## config.mk

```make
export PLATFORM = sky130hd
export DESIGN_NAME = readout_shot_sequencer_flat
export DESIGN_NICKNAME = d
export VERILOG_FILES = /design/src/rtl/readout_seq_pkg.sv /design/src/rtl/readout_shot_sequencer_if.sv /design/src/rtl/readout_shot_sequencer_sat_counter.sv /design/src/rtl/readout_shot_sequencer.sv /design/src/flat_wrapper.sv
export SDC_FILE = /design/constraint.sdc
export NUM_CORES = 1
export LEC_CHECK = 0
export CAP_MARGIN = 20
export CORE_ASPECT_RATIO = 1.75
export CORE_UTILIZATION = 38
export CTS_CLUSTER_DIAMETER = 60
export DETAILED_ROUTE_END_ITERATION = 10
export PLACE_DENSITY = 0.66
export SETUP_SLACK_MARGIN = 0.05
export SYNTH_ARGS = -nofsm -noshare
export SYNTH_HDL_FRONTEND = slang
export SYNTH_SLANG_ARGS = --single-unit
```

## constraint.sdc

```tcl
create_clock -name ap_clk -period 2.6 [get_ports ap_clk]
set_input_delay 0.52 -clock ap_clk [delete_from_list [all_inputs] [get_ports ap_clk]]
set_output_delay 0.52 -clock ap_clk [all_outputs]
set_load 0.005 [all_outputs]
```

## src/rtl/readout_seq_pkg.sv

```systemverilog
// Shared types and derived sizes for the readout shot sequencer.
package readout_seq_pkg;

    typedef enum logic [1:0] {
        IDLE  = 2'd0,
        ARMED = 2'd1,
        WAIT  = 2'd2,
        DONE  = 2'd3
    } seq_state_e;

    function automatic int ncls(input int pred_bits);
        return 1 << pred_bits;
    endfunction

    function automatic int timer_bits(input int timeout_cycles);
        return $clog2(timeout_cycles);
    endfunction

endpackage

```

## src/rtl/readout_shot_sequencer_if.sv

```systemverilog
// Config, trigger, classifier and result-BRAM signals of the shot sequencer.
interface readout_shot_sequencer_if
    import readout_seq_pkg::*;
#(
    parameter int PRED_BITS      = 2,
    parameter int BRAM_ADDR_BITS = 14,
    parameter int CNT_W          = 16
);
    localparam int NCLS = ncls(PRED_BITS);

    logic                        cfg_start;
    logic                        cfg_abort;
    logic [BRAM_ADDR_BITS:0]     cfg_num_shots;
    logic [BRAM_ADDR_BITS-1:0]   cfg_base_addr;
    logic                        qick_trigger;
    logic                        cls_trigger;
    logic                        cls_we;
    logic [PRED_BITS-1:0]        cls_data;
    logic [BRAM_ADDR_BITS-1:0]   bram_addr;
    logic [PRED_BITS-1:0]        bram_data;
    logic                        bram_we;
    logic                        busy;
    logic                        done;
    logic                        timeout_err;
    logic [CNT_W-1:0]            overrun_cnt;
    logic [NCLS*CNT_W-1:0]       class_cnt;

    modport master (
        output cfg_start, cfg_abort, cfg_num_shots, cfg_base_addr,
        output qick_trigger, cls_we, cls_data,
        input  cls_trigger, bram_addr, bram_data, bram_we,
        input  busy, done, timeout_err, overrun_cnt, class_cnt
    );

    modport slave (
        input  cfg_start, cfg_abort, cfg_num_shots, cfg_base_addr,
        input  qick_trigger, cls_we, cls_data,
        output cls_trigger, bram_addr, bram_data, bram_we,
        output busy, done, timeout_err, overrun_cnt, class_cnt
    );

endinterface

```

## src/rtl/readout_shot_sequencer_sat_counter.sv

```systemverilog
// Saturating up-counter with synchronous clear; holds at all-ones.
module seq_sat_counter #(
    parameter int W = 16
) (
    input  logic         ap_clk,
    input  logic         ap_rst_n,
    input  logic         inc,
    input  logic         clr,
    output logic [W-1:0] q
);
    logic [W-1:0] q_q, q_d;

    // NOTE: every combinational output gets a default first so no path can infer a latch.
    always_comb begin
        q_d = q_q;
        if (clr) begin
            q_d = '0;
        end else if (inc && (q_q != '1)) begin
            q_d = q_q + 1'b1;
        end
    end

    // NOTE: state registers use non-blocking assignments so all flops update together.
    always_ff @(posedge ap_clk or negedge ap_rst_n) begin
        if (!ap_rst_n) q_q <= '0;
        else           q_q <= q_d;
    end

    assign q = q_q;

endmodule

```

## src/rtl/readout_shot_sequencer.sv

```systemverilog
// Run controller: forwards one trigger per shot, re-addresses predictions into BRAM, keeps histograms.
module readout_shot_sequencer
    import readout_seq_pkg::*;
#(
    parameter int PRED_BITS      = 2,
    parameter int BRAM_ADDR_BITS = 14,
    parameter int CNT_W          = 16,
    parameter int TIMEOUT_CYCLES = 1024
) (
    input  logic                   ap_clk,
    input  logic                   ap_rst_n,
    readout_shot_sequencer_if.slave bus
);
    localparam int NCLS = ncls(PRED_BITS);
    localparam int TW   = timer_bits(TIMEOUT_CYCLES);
    localparam int AW   = BRAM_ADDR_BITS;

    seq_state_e           state_q, state_d;
    logic [AW:0]          num_shots_q, num_shots_d;
    logic [AW:0]          shot_idx_q, shot_idx_d;
    logic [AW-1:0]        base_q, base_d;
    logic [TW-1:0]        timer_q, timer_d;
    logic                 cls_trig_q, cls_trig_d;
    logic                 bram_we_q, bram_we_d;
    logic [AW-1:0]        bram_addr_q, bram_addr_d;
    logic [PRED_BITS-1:0] bram_data_q, bram_data_d;
    logic                 done_q, done_d;
    logic                 timeout_q, timeout_d;
    logic                 cnt_clr;
    logic                 ovr_inc;
    logic [NCLS-1:0]      cls_inc;
    logic [NCLS*CNT_W-1:0] class_cnt_w;
    logic [CNT_W-1:0]     overrun_w;

    always_comb begin
        state_d     = state_q;
        num_shots_d = num_shots_q;
        shot_idx_d  = shot_idx_q;
        base_d      = base_q;
        timer_d     = timer_q;
        cls_trig_d  = 1'b0;
        bram_we_d   = 1'b0;
        bram_addr_d = bram_addr_q;
        bram_data_d = bram_data_q;
        done_d      = done_q;
        timeout_d   = timeout_q;
        cnt_clr     = 1'b0;
        ovr_inc     = 1'b0;
        cls_inc     = '0;

        // Abort outranks every other event, including a same-cycle start.
        if (bus.cfg_abort) begin
            state_d = IDLE;
        end else begin
            unique case (state_q)
                IDLE, DONE: begin
                    if (bus.cfg_start) begin
                        num_shots_d = bus.cfg_num_shots;
                        base_d      = bus.cfg_base_addr;
                        shot_idx_d  = '0;
                        timeout_d   = 1'b0;
                        cnt_clr     = 1'b1;
                        done_d      = (bus.cfg_num_shots == '0);
                        state_d     = (bus.cfg_num_shots == '0) ? DONE : ARMED;
                    end
                end
                ARMED: begin
                    if (bus.qick_trigger) begin
                        cls_trig_d = 1'b1;
                        timer_d    = '0;
                        state_d    = WAIT;
                    end
                end
                WAIT: begin
                    ovr_inc = bus.qick_trigger;
                    timer_d = timer_q + 1'b1;
                    if (bus.cls_we) begin
                        bram_we_d   = 1'b1;
                        bram_addr_d = base_q + shot_idx_q[AW-1:0];
                        bram_data_d = bus.cls_data;
                        cls_inc[bus.cls_data] = 1'b1;
                        shot_idx_d  = shot_idx_q + 1'b1;
                        if (shot_idx_d == num_shots_q) begin
                            done_d  = 1'b1;
                            state_d = DONE;
                        end else begin
                            state_d = ARMED;
                        end
                    end else if (timer_q == TW'(TIMEOUT_CYCLES - 1)) begin
                        timeout_d = 1'b1;
                        done_d    = 1'b1;
                        state_d   = DONE;
                    end
                end
                default: state_d = IDLE;
            endcase
        end
    end

    always_ff @(posedge ap_clk or negedge ap_rst_n) begin
        if (!ap_rst_n) begin
            state_q     <= IDLE;
            num_shots_q <= '0;
            shot_idx_q  <= '0;
            base_q      <= '0;
            timer_q     <= '0;
            cls_trig_q  <= 1'b0;
            bram_we_q   <= 1'b0;
            bram_addr_q <= '0;
            bram_data_q <= '0;
            done_q      <= 1'b0;
            timeout_q   <= 1'b0;
        end else begin
            state_q     <= state_d;
            num_shots_q <= num_shots_d;
            shot_idx_q  <= shot_idx_d;
            base_q      <= base_d;
            timer_q     <= timer_d;
            cls_trig_q  <= cls_trig_d;
            bram_we_q   <= bram_we_d;
            bram_addr_q <= bram_addr_d;
            bram_data_q <= bram_data_d;
            done_q      <= done_d;
            timeout_q   <= timeout_d;
        end
    end

    for (genvar k = 0; k < NCLS; k++) begin : g_class_cnt
        seq_sat_counter #(.W(CNT_W)) u_cnt (
            .ap_clk   (ap_clk),
            .ap_rst_n (ap_rst_n),
            .inc      (cls_inc[k]),
            .clr      (cnt_clr),
            .q        (class_cnt_w[k*CNT_W +: CNT_W])
        );
    end

    seq_sat_counter #(.W(CNT_W)) u_overrun_cnt (
        .ap_clk   (ap_clk),
        .ap_rst_n (ap_rst_n),
        .inc      (ovr_inc),
        .clr      (cnt_clr),
        .q        (overrun_w)
    );

    assign bus.cls_trigger = cls_trig_q;
    assign bus.bram_we     = bram_we_q;
    assign bus.bram_addr   = bram_addr_q;
    assign bus.bram_data   = bram_data_q;
    assign bus.busy        = (state_q == ARMED) || (state_q == WAIT);
    assign bus.done        = done_q;
    assign bus.timeout_err = timeout_q;
    assign bus.overrun_cnt = overrun_w;
    assign bus.class_cnt   = class_cnt_w;

endmodule

```

## src/flat_wrapper.sv

```systemverilog
// flat-port wrapper written by rule: the top's interface ports become plain ports
module readout_shot_sequencer_flat import readout_seq_pkg::*;
#(
    parameter int PRED_BITS      = 2,
    parameter int BRAM_ADDR_BITS = 14,
    parameter int CNT_W          = 16,
    parameter int TIMEOUT_CYCLES = 1024
)
  (ap_clk, ap_rst_n, bus_cfg_start, bus_cfg_abort, bus_cfg_num_shots, bus_cfg_base_addr, bus_qick_trigger, bus_cls_we, bus_cls_data, bus_cls_trigger, bus_bram_addr, bus_bram_data, bus_bram_we, bus_busy, bus_done, bus_timeout_err, bus_overrun_cnt, bus_class_cnt);
  readout_shot_sequencer_if #(.PRED_BITS(PRED_BITS), .BRAM_ADDR_BITS(BRAM_ADDR_BITS), .CNT_W(CNT_W)) bus_i ();
  input  logic ap_clk;
  input  logic ap_rst_n;
  input wire logic [$bits(bus_i.cfg_start)-1:0] bus_cfg_start;
  input wire logic [$bits(bus_i.cfg_abort)-1:0] bus_cfg_abort;
  input wire logic [$bits(bus_i.cfg_num_shots)-1:0] bus_cfg_num_shots;
  input wire logic [$bits(bus_i.cfg_base_addr)-1:0] bus_cfg_base_addr;
  input wire logic [$bits(bus_i.qick_trigger)-1:0] bus_qick_trigger;
  input wire logic [$bits(bus_i.cls_we)-1:0] bus_cls_we;
  input wire logic [$bits(bus_i.cls_data)-1:0] bus_cls_data;
  output wire logic [$bits(bus_i.cls_trigger)-1:0] bus_cls_trigger;
  output wire logic [$bits(bus_i.bram_addr)-1:0] bus_bram_addr;
  output wire logic [$bits(bus_i.bram_data)-1:0] bus_bram_data;
  output wire logic [$bits(bus_i.bram_we)-1:0] bus_bram_we;
  output wire logic [$bits(bus_i.busy)-1:0] bus_busy;
  output wire logic [$bits(bus_i.done)-1:0] bus_done;
  output wire logic [$bits(bus_i.timeout_err)-1:0] bus_timeout_err;
  output wire logic [$bits(bus_i.overrun_cnt)-1:0] bus_overrun_cnt;
  output wire logic [$bits(bus_i.class_cnt)-1:0] bus_class_cnt;
  assign bus_i.cfg_start = bus_cfg_start;
  assign bus_i.cfg_abort = bus_cfg_abort;
  assign bus_i.cfg_num_shots = bus_cfg_num_shots;
  assign bus_i.cfg_base_addr = bus_cfg_base_addr;
  assign bus_i.qick_trigger = bus_qick_trigger;
  assign bus_i.cls_we = bus_cls_we;
  assign bus_i.cls_data = bus_cls_data;
  assign bus_cls_trigger = bus_i.cls_trigger;
  assign bus_bram_addr = bus_i.bram_addr;
  assign bus_bram_data = bus_i.bram_data;
  assign bus_bram_we = bus_i.bram_we;
  assign bus_busy = bus_i.busy;
  assign bus_done = bus_i.done;
  assign bus_timeout_err = bus_i.timeout_err;
  assign bus_overrun_cnt = bus_i.overrun_cnt;
  assign bus_class_cnt = bus_i.class_cnt;
  readout_shot_sequencer #(.PRED_BITS(PRED_BITS), .BRAM_ADDR_BITS(BRAM_ADDR_BITS), .CNT_W(CNT_W), .TIMEOUT_CYCLES(TIMEOUT_CYCLES)) u_core (.ap_clk(ap_clk), .ap_rst_n(ap_rst_n), .bus(bus_i));
endmodule
```

# Yosys cells after proc, flatten, opt, wreduce, memory -nomap -nowiden
# Cells that the tools add are included.
# Widths: inputs -> output; s select.
# classes
add_sub_neg	8
mux	47
bitwise_logic	1
n_eq_ne	20
order_cmp	2
n_reduce_logical	24
# op_table
operator	count
$mux 16	10
$add 16x1->16 const B	5
$ne 16x16->1 const B	5
$mux 15	2
$pmux 15 s2	1
$pmux 10 s2	1
$mux 1	18
$add 15x1->15 const B	1
$eq 15x15->1	1
$logic_not 15->1	1
$add 14x14->14	1
$mux 2	7
$reduce_bool 2->1	7
$mux 4	3
$reduce_and 3->1	4
$add 10x1->10 const B	1
$eq 10x10->1 const B	1
$mux 10	1
$reduce_and 5->1	2
$ne 2x2->1 const B	4
$logic_and 1x1->1	6
$ne 3x2->1 const B	2
$ne 3x3->1 const B	2
$pmux 2 s3	1
13 further kinds	15
# totals
register_bits	156
wordCells	118

# Longest topological paths before layout
# Gate-level depths: netlist of run 1.
# logic_depth
depth_word	10
ltp_mapped	11
mapped_depth_nobuf	10

# Modules after synthesis
# Synthesis of run 1 repeated with hierarchy kept, for this count alone.
# hier_totals
cells_unflattened	1003
area_unflattened_um2	9093.7
# by_module_without_submodules
module	cells_per_inst	n_inst	seq_area_each_um2	area_per_inst_um2
readout_shot_sequencer	517	1	1901.8	4394.2
seq_sat_counter (u_core.g_class_cnt[0].u_cnt ...)	98	4	400.4	942.2
seq_sat_counter (u_core.u_overrun_cnt)	94	1	400.4	930.9

# Worst setup path before layout of run 1
# Ideal clock, no wire load.
# synth_timing
kind	flip-flop to flip-flop
start	reg u_core.shot_idx_q[0]
end	reg u_core.bram_addr_q[12] (netlist: u_core.bus.bram_addr[12])
arrival_time_ps	2118
stages_incl_launch_ff	11
period_less_slack_ps	2251
path_slack_ps	349
setup_time_ps	134
cell_sequence	dfrtp_1 ha_1 inv_1 fa_1 nor2b_1 o21ai_0 a21oi_1 o211ai_1 a211oi_1 o31a_1 o31ai_1
# synth_between
elab_chain_cells	1
# synth_lines
element	line	source
from (decl)	readout_shot_sequencer.sv:20	logic [AW:0] shot_idx_q, shot_idx_d;
from (signal assigned)	readout_shot_sequencer.sv:116	shot_idx_q <= shot_idx_d;
$add 14x14->14	readout_shot_sequencer.sv:79	bram_addr_d = base_q + shot_idx_q[AW-1:0];
to (signal assigned)	readout_shot_sequencer.sv:121	bram_addr_q <= bram_addr_d;
to (decl)	readout_shot_sequencer.sv:25	logic [AW-1:0] bram_addr_q, bram_addr_d;
# No other way between the ends.
# A chain may end at the register's enable or synchronous reset.

# Worst setup path in the final report of run 1
# layout_timing
start	reg u_core.state_q[0]
end	out bus_busy
# layout_between
elab_chain_cells	2
word_cells_on_any_way	3
classes_between	eq/ne (2); reduce/logical (1)
# layout_lines
element	line	source
from (decl)	readout_shot_sequencer.sv:18	seq_state_e state_q, state_d;
from (signal assigned)	readout_shot_sequencer.sv:114	state_q <= state_d;
$eq 2x1->1 / $eq 2x2->1 (equally long branches)	readout_shot_sequencer.sv:150	assign bus.busy = (state_q == ARMED) || (state_q == WAIT);
$logic_or 1x1->1 (*)	readout_shot_sequencer.sv:150	
to (decl)	flat_wrapper.sv:24	output wire logic [$bits(bus_i.busy)-1:0] bus_busy;
# Mark *: on every way between the ends. The rest lies on a longest branch, timed or not.

==> flow_metrics.py, run 1 <==
metrics = {
    "place": {
        "dpl_worst_slack_ps": -34.2,
        "port_buffers": 137,
        "gp_congestion": 0.831,
        "dp_hpwl_mm": 14.9,
        "placedCellCount": 1243,
        "placement.cell_area_um2": 10000,
    },
    "layout": {
        "n_fill_cell": 1909,
        "nets": 1071,
        "drive_gt1_frac": 0.119,
        "insertedDiodeCount": 0,
        "multiInputGateArea_um2": 4060,
        "seq_area_um2": 3910,
        "fin_cells": 1276,
        "design_area_um2": 10700,
        "syn_to_final_growth_pct": 31.7,
    },
    "power_and_ir_drop": {
        "p_sw_mw": 1.67,
        "p_int_mw": 4.71,
        "p_comb_frac": 0.148,
        "powerDensity_nw_per_um2": 595,
        "ir_worst_vdd_v": 0.000362,
        "finalPower_mw": 6.38,
        "seq_power_share": 0.437,
        "power.leakage_nw": 4.60,
        "swShare": 0.262,
        "clock_power_share": 0.415,
    },
    "synthesis": {
        "yosysMostFrequentCell": "dfrtp_1",
        "synth_top_area_cell": "dfrtp_1",
        "avgSynthCellArea_um2": 9.64,
        "syn_inst": 843,
        "synthTopCellsByArea": "dfrtp_1 48%, xor2_1 6.1%, nor2_1 5.2%, mux2_2 4.0%, xnor2_1 3.9%",
        "synth_edf_count": 0,
        "synth_top_cell_area_share": 0.480,
        "ys_ff_latch": 156,
        "synth_flop_cell": "dfrtp_1",
        "syn-cell-area_um2": 8130,
        "syn_nets": 903,
        "synth_commonest_cells": "156 x dfrtp_1, 113 x nor2_1, 79 x nand2_1",
        "yosysWarningCount": 0,
        "async_flop_share": 1.00,
        "synth_cell_types": 57,
        "seq_area_frac_synth": 0.480,
    },
    "sta": {
        "slew_headroom": 0.656,
        "worstMarginPinSlew_ps": 516,
        "hold_viol": 0,
        "fin_ws_ps": 123,
        "drv_slew": 0,
        "finalCritPeriodShare": 0.953,
        "post-route-min-period_ps": 2480,
        "fmax_mhz": 404,
        "final.setup_skew_ps": 13.8,
        "setup_viol": 0,
        "rsz0062_at_grt": "false",
    },
    "grt": {
        "grtUsageMet1": 0.225,
        "grt_usage": 0.193,
        "grt_util_met3": 0.0348,
        "grt_pass1_wl_mm": 33.8,
        "antenna_found_initial": 0,
        "grt_overflow": 0,
        "grt_max_degree": 66,
        "grt_pass1_vias": 6866,
        "met2_usage": 0.342,
        "gr-max-usage-layer": "met2",
    },
    "die": {
        "fp.dieArea_um2": 22000,
        "start_util": 0.388,
        "fp.dieW_um": 113,
        "placementRows": 70,
        "die_h_um": 196,
        "ios": 138,
        "core_um2": 20900,
    },
    "clocking": {
        "cts_root_buf": "clkbuf_16",
        "cts_hold_buf": 0,
        "worstSkewPairLatency_ps": 430,
        "clock-sinks": 156,
        "htreeDepth": 4,
        "cts_tree": "built",
        "numCtsBuffers": 17,
        "clkTransAtPathRegs_ps": 70,
        "clk_path_buf_depth": 2,
    },
    "setup_path": {
        "cp_max_fo": 5,
        "cp_cell_sequence": "inv_1 -> ha_1 -> inv_1 -> clkdlybuf4s50_1",
        "critPathTopFamily": "buffers and inverters",
        "crit_top_cell": "inv_1",
        "critPathLaunchType": "flop",
        "path_buf_inv": 3,
        "crit_path_end_kind": "primary output",
        "cp_slowest_stage_delay_ps": 550,
        "worstPathArrival_ps": 1960,
        "worstPathRequired_ps": 2080,
        "path_class": "flop to primary output",
        "worst_path_max_delay_cell": "clkdlybuf4s50_1",
    },
    "run": {
        "drv_cap": 0,
    },
    "min_path": {
        "hp-class": "input pin to asynchronous set/reset pin",
    },
    "routing": {
        "first_iter_violations": 291,
        "vias": 6709,
        "drc": 0,
        "drtAntennaViolNets": 0,
        "viasPerCell": 5.26,
        "first_pass_iters": 4,
        "drt_wl_total_mm": 19.9,
        "wl_per_cell_um": 15.6,
    },
    "outcome": {
        "status": "finished, final reports clean",
    },
}
-- final cells by class --
class	instances	share of cell area
clock buffer	18	0.0410
clock inverter	14	0.0171
inverter	25	0.00876
multi-input combinational	633	0.379
sequential	156	0.365
tap	252	0.0294
timing repair buffer	178	0.160
-- flip-flops by register name, summed over array words and instances (netlist names) --
name	cells
u_core.base_q	14
u_core.bus.bram_addr	14
u_core.bus.bram_data	2
u_core.bus.bram_we	1
u_core.bus.cls_trigger	1
u_core.bus.done	1
u_core.bus.timeout_err	1
u_core.g_class_cnt.u_cnt.q	64
u_core.num_shots_q	15
u_core.shot_idx_q	15
u_core.state_q	2
u_core.timer_q	10
u_core.u_overrun_cnt.q	16
-- placed cells by master, fill, tap and decap left out, drive strengths merged, types with 4 or more instances in the layout --
cell           synthesis  routed
and4                  13      13
o31ai                  9       9
xor2                  57      57
and3                  15      15
dfrtp                156     156
mux2                  29      29
nor3b                  5       5
nor4                   8       8
nand2                 79      79
clkbuf                26      18
ha                    22      22
inv                   24      29
clkdlybuf4s50          0     136
nor2                 113     113
a21o                   5       5
a211oi                 4       4
nand2b                 4       4
nand4                 30      30
nor2b                  4       4
clkinvlp               0       4
mux2i                  8       8
and2                   5       5
nor3                  13      13
or3                   20      20
o21ai                 59      59
xnor2                 36      36
nand3                 29      29
buf                    3      42
a21oi                 35      35
-- repair_timing --
action / 4_1_cts / 5_1_grt
endpoints found under the hold margin: 0 / 0
gates resized for setup: 0 / 9
setup endpoints to repair: 0 / 5
setup buffers: 0 / 1
-- power groups by stage --
stage,Sequential (mW),Combinational [mW],Clock (mW)
floorplan,2.80,0.523,0
global placement,2.83,0.932,0
detailed placement,2.83,0.946,0
CTS,2.79,0.954,2.70
global route,2.82,1.06,2.79
finish,2.78,0.945,2.65
-- stage by stage --
step,util,setup TNS [ps],hold WS [ps]
floorplan,-,0,224
global placement,0.480,0,465
detailed placement,0.480,-76.0,466
CTS,0.510,0,54.7
global route,0.512,0,70.4
finish,0.512,0,39.1
-- worst paths after layout --
| path | to | from | cells after the start | slack (ps) |
|---|---|---|---|---|
| min in group ap_clk | u_core.bus.bram_addr[0] | u_core.bus.bram_addr[0] | 2 | 470 |
| setup / recovery | bus_busy | u_core.state_q[0] | 4 | 120 |
| setup reg to reg | u_core.state_q[1] | u_core.shot_idx_q[1] | 9 | 250 |
| hold / removal | u_core.num_shots_q[0] | ap_rst_n | 1 | 40 |
| max in group asynchronous | u_core.g_class_cnt[0].u_cnt.q[12] | ap_rst_n | 2 | 1830 |
| hold reg to reg | u_core.bus.bram_addr[0] | u_core.bus.bram_addr[0] | 2 | 470 |
-- cells by family (layout without fill, tap and decap cells) --
logic type	count (synthesis)	after routing	share of synthesized area
flops	156	156	0.480
buf+inv	54	235	0.0252
mux	37	37	0.0500
simple gates	345	345	0.209
xor+xnor	93	93	0.100
compound gates	135	135	0.0996
fa+ha+maj	23	23	0.0363
-- metal layers --
layer	routed length [µm]	part of all wire
met4	572	0.029
met2	10500	0.53
met5	0	0
met3	541	0.027
met1	8250	0.41
-- worst register-to-register path: stages (launching register included) --
cell     delay [ps]
dfrtp_2         440
ha_2            250
nand3_2         190
nor2_1          200
nand4_1         190
xnor2_1         180
nor4_1          400
buf_4           190
a31oi_1          90
o22ai_1         140
(Power assumes the default switching activity.)
==> run 2: changes to the inputs <==
--- a/config.mk
+++ b/config.mk
@@ -10,6 +10,7 @@
 export CORE_UTILIZATION = 38
 export CTS_CLUSTER_DIAMETER = 60
 export DETAILED_ROUTE_END_ITERATION = 10
+export HOLD_SLACK_MARGIN = 0.12
 export PLACE_DENSITY = 0.66
 export SETUP_SLACK_MARGIN = 0.05
 export SYNTH_ARGS = -nofsm -noshare
==> constraint.sdc (replaced) <==
create_clock -name ap_clk -period 2.5 [get_ports ap_clk]
set_input_delay 0.5 -clock ap_clk [delete_from_list [all_inputs] [get_ports ap_clk]]
set_output_delay 0.5 -clock ap_clk [all_outputs]
set_load 0.005 [all_outputs]
==> run 2 against run 1 <==
Register-to-register slack got worse by 30 ps. Largest power group unchanged. Via count rose by 0.46%. Hold slack improved by 440 ps. Critical path type unchanged. Sequential power rose by 4%. Final area rose by 0.14%.
==> flow_metrics.py, run 2 (synthesized netlist as in run 1, its figures left out) <==
metrics = {
    "outcome": {
        "status": "finished, final reports clean",
    },
    "min_path": {
        "hold_depth": 2,
        "min_to": "u_core.bus.bram_addr[4]",
        "hp-class": "flop to flop",
        "hold_start": "u_core.bus.bram_addr[4]",
    },
    "grt": {
        "antenna_found_initial": 0,
        "grt_overflow": 0,
        "grt_max_degree": 54,
        "grt_usage": 0.192,
        "grt_pass1_vias": 6786,
        "grt_pass1_wl_mm": 33.3,
    },
    "die": {
        "placementRows": 70,
        "fp.dieArea_um2": 22000,
        "die_h_um": 196,
        "ios": 138,
        "core_um2": 20900,
        "fp.dieW_um": 113,
        "start_util": 0.388,
    },
    "setup_path": {
        "cp_slowest_stage_delay_ps": 510,
        "worstPathRequired_ps": 2000,
        "path_class": "flop to primary output",
        "r2r_slack_ps": 220,
        "worst_path_max_delay_cell": "clkdlybuf4s50_1",
        "r2r_cells": 8,
        "cp_cell_sequence": "inv_1 -> ha_1 -> inv_2 -> clkdlybuf4s50_1",
        "worstPathArrival_ps": 1840,
        "reg2reg_to": "u_core.bus.bram_addr[13]",
        "critPathLaunchType": "flop",
        "r2r_start": "u_core.base_q[8]",
        "cp_max_fo": 5,
        "crit_path_end_kind": "primary output",
    },
    "layout": {
        "insertedDiodeCount": 0,
        "final_cell_mix": "154 x dfrtp_1, 136 x clkdlybuf4s50_1, 112 x nor2_1",
        "drive_gt1_frac": 0.122,
        "syn_to_final_growth_pct": 31.9,
        "nets": 1074,
        "postLayoutCoreUtil": 0.512,
        "mostFrequentLayoutCell": "dfrtp_1",
        "largest_reg_flops": 64,
    },
    "sta": {
        "fin_setup_tns_ps": 0,
        "post-route-min-period_ps": 2340,
        "finalCritPeriodShare": 0.936,
        "fmax_mhz": 427,
        "fin_ws_ps": 159,
        "hold_viol": 0,
        "final.setup_skew_ps": 10.1,
        "setup_viol": 0,
        "drv_slew": 0,
        "slew_headroom": 0.675,
        "rsz0062_at_grt": "true",
        "worstMarginPinSlew_ps": 488,
    },
    "run": {
        "drv_cap": 0,
    },
    "routing": {
        "viasPerCell": 5.27,
        "vias": 6740,
        "drtAntennaViolNets": 0,
        "first_pass_iters": 4,
        "drc": 0,
        "first_iter_violations": 198,
        "drt_wl_total_mm": 19.9,
        "wl_per_cell_um": 15.5,
    },
    "power_and_ir_drop": {
        "power.leakage_nw": 4.61,
        "powerDensity_nw_per_um2": 597,
        "ir_worst_vdd_v": 0.000384,
        "finalPower_mw": 6.40,
    },
    "clocking": {
        "clock-sinks": 156,
        "cts_tree": "built",
        "worstSkewPairLatency_ps": 430,
        "htreeDepth": 4,
        "numCtsBuffers": 17,
        "cts_root_buf": "clkbuf_16",
        "clkTransAtPathRegs_ps": 60,
        "clk_path_buf_depth": 2,
    },
    "place": {
        "gp_congestion": 0.828,
        "dpl_worst_slack_ps": -167,
        "port_buffers": 137,
        "dp_hpwl_mm": 15.0,
    },
}
-- run 2: repair_timing --
action	4_1_cts	5_1_grt
endpoints found under the setup margin	0	10
resized for setup	0	11
endpoints found under the hold margin	46	0
buffers inserted	0	1
hold buffers	1	0
-- run 2: routing by layer --
metal	vias up	GRT usage	wire (µm)
li1	3287	-	-
met2	134	0.357	11000
met5	-	0	0
met4	0	0.0736	330
met1	3300	0.213	8010
met3	19	0.0338	558
-- run 2: layout make-up --
cell class                 instances  area (µm²)
fill                            1931       10200
timing repair buffer             181        1770
clock buffer                      21         470
tap                              252         315
sequential                       156        3910
multi-input combinational        633        4060
inverter                          25        93.8
clock inverter                    11         110
-- run 2: how the worst max path moves through the flow --
stage | slack [ps] | start | depth (start not counted) | end
6_report | 160 | u_core.state_q[0] | 4 | bus_busy
5_1_grt | 30 | u_core.base_q[0] | 11 | u_core.bus.bram_addr[10]
4_1_cts | 70 | u_core.state_q[0] | 4 | bus_busy
3_5_place_dp | -170 | bus_cfg_abort | 7 | u_core.g_class_cnt[0].u_cnt.q[9]
3_3_place_gp | -80 | bus_cfg_abort | 7 | u_core.g_class_cnt[0].u_cnt.q[9]
2_1_floorplan | 250 | u_core.shot_idx_q[0] | 10 | u_core.bus.bram_addr[12]
-- run 2: power breakdown --
part	total, mW	internal, mW	switching [mW]
logic	0.988	0.536	0.452
clock network	2.52	1.46	1.06
registers	2.89	2.75	0.147
total	6.40	4.74	1.66
-- run 2: through the flow --
step                hold slack (ps)  std cells  area, µm²
floorplan                       204        843       8130
global placement                463       1245      10100
detailed placement              475       1245      10100
CTS                             488       1278      10700
global route                    510       1279      10700
finish                          479       1279      10700
-- run 2: worst max-delay path, delay by kind of cell (launching register included) --
family,cells,cell delay (ps)
adders and majority gates,1,350
buffers and inverters,3,710
DFF,1,350
==> run 3: changes to the inputs <==
--- a/config.mk
+++ b/config.mk
@@ -10,6 +10,7 @@
 export CORE_UTILIZATION = 38
 export CTS_CLUSTER_DIAMETER = 60
 export DETAILED_ROUTE_END_ITERATION = 10
+export GPL_TIMING_DRIVEN = 1
 export HOLD_SLACK_MARGIN = 0.12
 export PLACE_DENSITY = 0.66
 export SETUP_SLACK_MARGIN = 0.05
==> results of run 3 <==
Final layout, timing and power as in run 2 (identical DEF).
